`src/rtl/regfile_wr_arbiter.sv`:
```
// regfile_wr_arbiter
//   Shares the single synchronous write port of the register-file memory between the ALU
//   writeback (requester 0) and the load/CSR writeback (requester 1). Arbitration is
//   round-robin with a valid/ready handshake. The write controls to the memory are registered,
//   so an accepted write reaches the memory one cycle after its handshake. A sequenced clear
//   zeroes every entry, one per cycle. With ZERO_PROT set, writes to address 0 are accepted
//   but dropped, which gives x0 its hard-wired-zero behaviour.
//
// Ports
//   clk, rst                     clock, asynchronous active-low reset
//   req0_valid/ready/addr/data   requester 0 write handshake
//   req1_valid/ready/addr/data   requester 1 write handshake
//   clr_req                      single-cycle request to zero the whole memory
//   busy                         clear sweep in progress
//   clr_done                     pulse during the cycle driving the last clear write
//   mem_we/mem_wr_addr/mem_wr_din  registered write controls to the memory
module regfile_wr_arbiter #(
   parameter int unsigned WIDTH     = 32,
   parameter int unsigned DEPTH     = 32,
   parameter bit          ZERO_PROT = 1'b1
) (
   input  logic                     clk,
   input  logic                     rst,
   input  logic                     req0_valid,
   output logic                     req0_ready,
   input  logic [$clog2(DEPTH)-1:0] req0_addr,
   input  logic [WIDTH-1:0]         req0_data,
   input  logic                     req1_valid,
   output logic                     req1_ready,
   input  logic [$clog2(DEPTH)-1:0] req1_addr,
   input  logic [WIDTH-1:0]         req1_data,
   input  logic                     clr_req,
   output logic                     busy,
   output logic                     clr_done,
   output logic                     mem_we,
   output logic [$clog2(DEPTH)-1:0] mem_wr_addr,
   output logic [WIDTH-1:0]         mem_wr_din
);

   localparam int unsigned AW = $clog2(DEPTH);
   localparam logic [AW-1:0] LastAddr = AW'(DEPTH - 1);

   localparam logic [0:0] StRun   = 1'b0;
   localparam logic [0:0] StClear = 1'b1;

   logic [0:0]       state_q, state_d;
   logic             last_grant_q, last_grant_d;
   logic [AW-1:0]    cnt_q, cnt_d;
   logic             we_q, we_d;
   logic [AW-1:0]    addr_q, addr_d;
   logic [WIDTH-1:0] din_q, din_d;

   logic             in_run;
   logic             grant0, grant1;
   logic [AW-1:0]    sel_addr;
   logic [WIDTH-1:0] sel_data;

   // Round-robin: on contention the requester that did not win last time gets the port.
   always_comb begin
      in_run = (state_q == StRun);
      grant0 = in_run && !clr_req && req0_valid && (!req1_valid || last_grant_q);
      grant1 = in_run && !clr_req && req1_valid && (!req0_valid || !last_grant_q);
   end

   // Readys are forced low while reset is held, independent of the registered state.
   assign req0_ready = rst & grant0;
   assign req1_ready = rst & grant1;

   always_comb begin
      state_d      = state_q;
      last_grant_d = last_grant_q;
      cnt_d        = cnt_q;
      we_d         = 1'b0;
      addr_d       = addr_q;
      din_d        = din_q;
      sel_addr     = grant1 ? req1_addr : req0_addr;
      sel_data     = grant1 ? req1_data : req0_data;

      unique case (state_q)
         StRun: begin
            if (clr_req) begin
               // First sweep write goes out in the cycle after the request; cnt_q then
               // holds the next sweep address.
               state_d = StClear;
               we_d    = 1'b1;
               addr_d  = '0;
               din_d   = '0;
               cnt_d   = AW'(1);
            end else if (grant0 || grant1) begin
               last_grant_d = grant1;
               // A protected x0 write still completes its handshake but never reaches memory.
               if (!(ZERO_PROT && (sel_addr == '0))) begin
                  we_d   = 1'b1;
                  addr_d = sel_addr;
                  din_d  = sel_data;
               end
            end
         end
         StClear: begin
            if (addr_q == LastAddr) begin
               state_d = StRun;
               cnt_d   = '0;
            end else begin
               we_d   = 1'b1;
               addr_d = cnt_q;
               din_d  = '0;
               cnt_d  = cnt_q + AW'(1);
            end
         end
         default: state_d = StRun;
      endcase
   end

   always_ff @(posedge clk or negedge rst) begin
      if (!rst) begin
         state_q      <= StRun;
         last_grant_q <= 1'b1;
         cnt_q        <= '0;
         we_q         <= 1'b0;
         addr_q       <= '0;
         din_q        <= '0;
      end else begin
         state_q      <= state_d;
         last_grant_q <= last_grant_d;
         cnt_q        <= cnt_d;
         we_q         <= we_d;
         addr_q       <= addr_d;
         din_q        <= din_d;
      end
   end

   assign busy        = (state_q == StClear);
   assign clr_done    = busy && (addr_q == LastAddr);
   assign mem_we      = we_q;
   assign mem_wr_addr = addr_q;
   assign mem_wr_din  = din_q;

endmodule

```
`config.mk`:
```
export PLATFORM = sky130hd
export DESIGN_NAME = regfile_wr_arbiter
export DESIGN_NICKNAME = d
export VERILOG_FILES = /design/src/rtl/regfile_wr_arbiter.sv
export SDC_FILE = /design/constraint.sdc
export NUM_CORES = 1
export LEC_CHECK = 0
export BUFFER_PORTS_ARGS = -buffer_cell sky130_fd_sc_hd__buf_2
export CAP_MARGIN = 25
export CORE_ASPECT_RATIO = 1.5
export CORE_UTILIZATION = 50
export CTS_BUF_LIST = sky130_fd_sc_hd__clkbuf_2
export DETAILED_ROUTE_END_ITERATION = 10
export PLACE_DENSITY = 0.85
export SLEW_MARGIN = 20
export SYNTH_ARGS = -nofsm -noshare
export SYNTH_HDL_FRONTEND = slang
export SYNTH_SLANG_ARGS = --single-unit
```
`constraint.sdc`:
```
create_clock -name clk -period 2.7 [get_ports clk]
set_input_delay 0 -clock clk [delete_from_list [all_inputs] [get_ports clk]]
set_output_delay 0 -clock clk [all_outputs]
set_load 0.01 [all_outputs]
```
==> flow_metrics.env <==
export IMPL_portBuffers=120
export IMPL_layout_drive_gt1_share_pct=39.3
export IMPL_rsz0062_at_grt="false"
export IMPL_relSlewSlack_pct=36.8
export IMPL_gp_congestion=0.883
export IMPL_period_minus_slack_ns=2.27
export IMPL_io_pins=121
export IMPL_worst_pin_slew_ns=0.949
export IMPL_tns_ns=0
export IMPL_synth_flop_cell="dfrtp_1"
export IMPL_combPwrFrac_pct=37.0
export IMPL_drt_iter0_drc=73
export IMPL_worst_path_max_fanout=38
export IMPL_worstHoldPathType="primary input to flip-flop"
export IMPL_nFillCells=222
export IMPL_grt_pass1_wl_um=12100
export IMPL_vias=2291
export IMPL_cp_start_kind="flip-flop"
export IMPL_postSynth_asyncResetShare_pct=100
export IMPL_cts_root_buf="clkbuf_2"
export IMPL_switchingPower_uw=644
export IMPL_fp_dieH_um=83.7
export IMPL_drc=0
export IMPL_ir_drop_uv=543
export IMPL_cts_tree="yes"
export IMPL_p_int_uw=1330
export IMPL_yosys_warnings=0
export IMPL_coreArea_sq_mm=0.00425
export IMPL_synth_distinct_cells=33
export IMPL_syn_nets=260
export IMPL_synth_seq_area_share_pct=50.6
export IMPL_synth_edf_count=0
export IMPL_drt_pass1_iter_count=4
export IMPL_cts_repair_resized=0
export IMPL_wl_per_cell_um=18.1
export IMPL_cp_required_ns=2.96
export IMPL_fp_dieW_um=56.5
export IMPL_power_leakage_uw=0.00184
export IMPL_dpl_hpwl_um=4080
export IMPL_regArea_sq_mm=0.00113
export IMPL_antenna_found_initial=0
export IMPL_p_clk_share_pct=18.7
export IMPL_ant_nets=0
export IMPL_dieArea_sq_mm=0.00473
export IMPL_cp_arrival_ns=2.53
export IMPL_netlist_area_sq_mm=0.00223
export IMPL_sw_frac_of_total_pct=32.6
export IMPL_insertion_delay_ns=0.40
export IMPL_rows=29
export IMPL_cts_sinks=45
export IMPL_skew_ns=0.0146
export IMPL_wl_um=7470
export IMPL_via_per_inst=5.56
export IMPL_start_util_pct=52.4
export IMPL_maxCapViolations=0
export IMPL_hold_violations=0
export IMPL_utilization_pct=84.8
export IMPL_cts_path_max_buffers=2
export IMPL_grt_use_total_pct=33.9
export IMPL_multi_input_area_sq_mm=0.00104
export IMPL_nets=445
export IMPL_fmax_mhz=441
export IMPL_area_growth_pct=61.7
export IMPL_drv_slew=0
export IMPL_grt_pass1_vias=2549
export IMPL_period_share_pct=84.0
export IMPL_pwr_density_cell_mw_per_mm2=548
export IMPL_end_kind="flip-flop"
export IMPL_clk_pin_slew_ns=0.23
export IMPL_status="finished, final reports clean"
export IMPL_h_tree_depth=2
export IMPL_synth_seq_cells=45
export IMPL_pwr_share_seq_pct=44.3
export IMPL_synth_top_area_share_pct=49.5
export IMPL_numCtsBuffers=5
export IMPL_synthCells=180
export IMPL_grt_max_degree=39
export IMPL_synth_area_leader_cell="dfrtp_1"
export IMPL_synth_area_top_cells="dfrtp_1 (49%), mux2i_1 (17%), o2bb2ai_1 (12%)"
export IMPL_setup_violations=0
export IMPL_avgSynthCellArea_sq_um=12.4
export IMPL_criticalPathCategory="flip-flop to flip-flop"
export IMPL_antenna_cells_inserted=0
export IMPL_grt_ovfl_total=0
==> synth_stat cells (all sizes together), types with 2 or more instances <==
library cell and n:
and3 3, nor2 2, nand2 8, dfrtp 44, a31oi 2, or3 2
a21boi 3, o2bb2ai 32, o21ai 8, buf 13, inv 3, mux2 5
nand3 2, mux2i 37
==> state kept, by name (all words and copies together) (netlist names) <==
| register | cells |
|---|---|
| mem_we | 1 |
| mem_wr_din | 32 |
| cnt_q | 5 |
| mem_wr_addr | 5 |
| busy | 1 |
| last_grant_q | 1 |
==> worst max-delay path: stages (launching register included) <==
cell	delay, ns
dfstp_2	0.43
a21boi_4	0.13
buf_4	0.55
mux2i_1	0.26
dlygate4sd3_1	0.61
o2bb2ai_1	0.12
==> placed cells by master (no fill, tap or decap), types with 2 or more instances in the layout <==
master and n:
a21boi_0 2, dfrtp_1 44, nor2_1 2, and3_1 3
or3_1 2, o2bb2ai_2 2, buf_2 120, mux2i_1 37
inv_1 3, nand3_1 2, buf_4 4, mux2_2 5
dlygate4sd3_1 67, o2bb2ai_1 30, clkbuf_2 5, o21ai_0 8
nand2_1 8
==> path summary, 6_finish.rpt <==
path	from	endpoint	slack, ns	depth (start not counted)
hold reg to reg	mem_wr_din[5]$_DFFE_PN0P_	mem_wr_din[5]$_DFFE_PN0P_	0.52	1
hold / removal	req0_addr[0]	mem_wr_addr[0]$_DFFE_PN0P_	0.01	4
setup reg to reg	last_grant_q$_DFFE_PN1P_	mem_wr_din[15]$_DFFE_PN0P_	0.43	5
max in group asynchronous	rst	mem_wr_din[7]$_DFFE_PN0P_	1.95	3
setup / recovery	last_grant_q$_DFFE_PN1P_	mem_wr_din[15]$_DFFE_PN0P_	0.43	5
min in group asynchronous	rst	mem_wr_addr[0]$_DFFE_PN0P_	0.02	2
==> layout make-up <==
| cell class | count | area share, % |
|---|---|---|
| Clock buffer | 5 | 0.695 |
| Clock inverter | 3 | 1.15 |
| Inverter | 3 | 0.313 |
| Multi-Input combinational cell | 119 | 28.8 |
| Sequential cell | 45 | 31.3 |
| Tap cell | 46 | 1.60 |
| Timing Repair Buffer | 191 | 36.1 |
==> routing by layer <==
metal	up-vias	global-route usage, %	share of wire, %
li1	1049	-	-
met1	1105	35.2	35
met3	28	6.67	4.8
met4	0	16.0	4.2
met2	109	63.1	56
met5	-	0	0
==> kinds of logic (layout without fill, tap and decap cells) <==
kind of cell,after synthesis,count (layout),synth area share [%]
compound gates,53,53,19.7
mux,42,42,19.2
xor+xnor,1,1,0.394
simple gates,22,22,5.06
fa+ha+maj,1,1,0.562
flops,45,45,50.6
buf+inv,16,202,4.50
==> power groups by stage <==
stage                     clock network (uW)  logic (uW)  registers [uW]
after global placement                     0         560             883
after CTS                                377         715             872
after detailed placement                   0         580             884
after floorplan                            0         363             883
after global routing                     410         796             888
final                                    370         730             874
==> through the flow <==
| step | instance area [sq um] | instances | hold slack, ns | setup WS, ns | power, uW |
|---|---|---|---|---|---|
| finish | 3600 | 412 | 0.0101 | 0.431 | 1970 |
| global route | 3600 | 412 | 0.00172 | 0.348 | 2090 |
| CTS | 3600 | 412 | 0.000613 | 0.522 | 1960 |
| detailed placement | 2860 | 337 | -0.0741 | 0.554 | 1460 |
| global placement | 2860 | 337 | -0.0828 | 0.644 | 1440 |
| floorplan | 2230 | 180 | -0.296 | 0.870 | 1250 |
==> timing repair <==
action / in CTS / in global routing
hold buffers: 67 / 0
endpoints found under the hold margin: 81 / 0
buffers inserted: 0 / 0
Power figures use the tool's default switching activity.
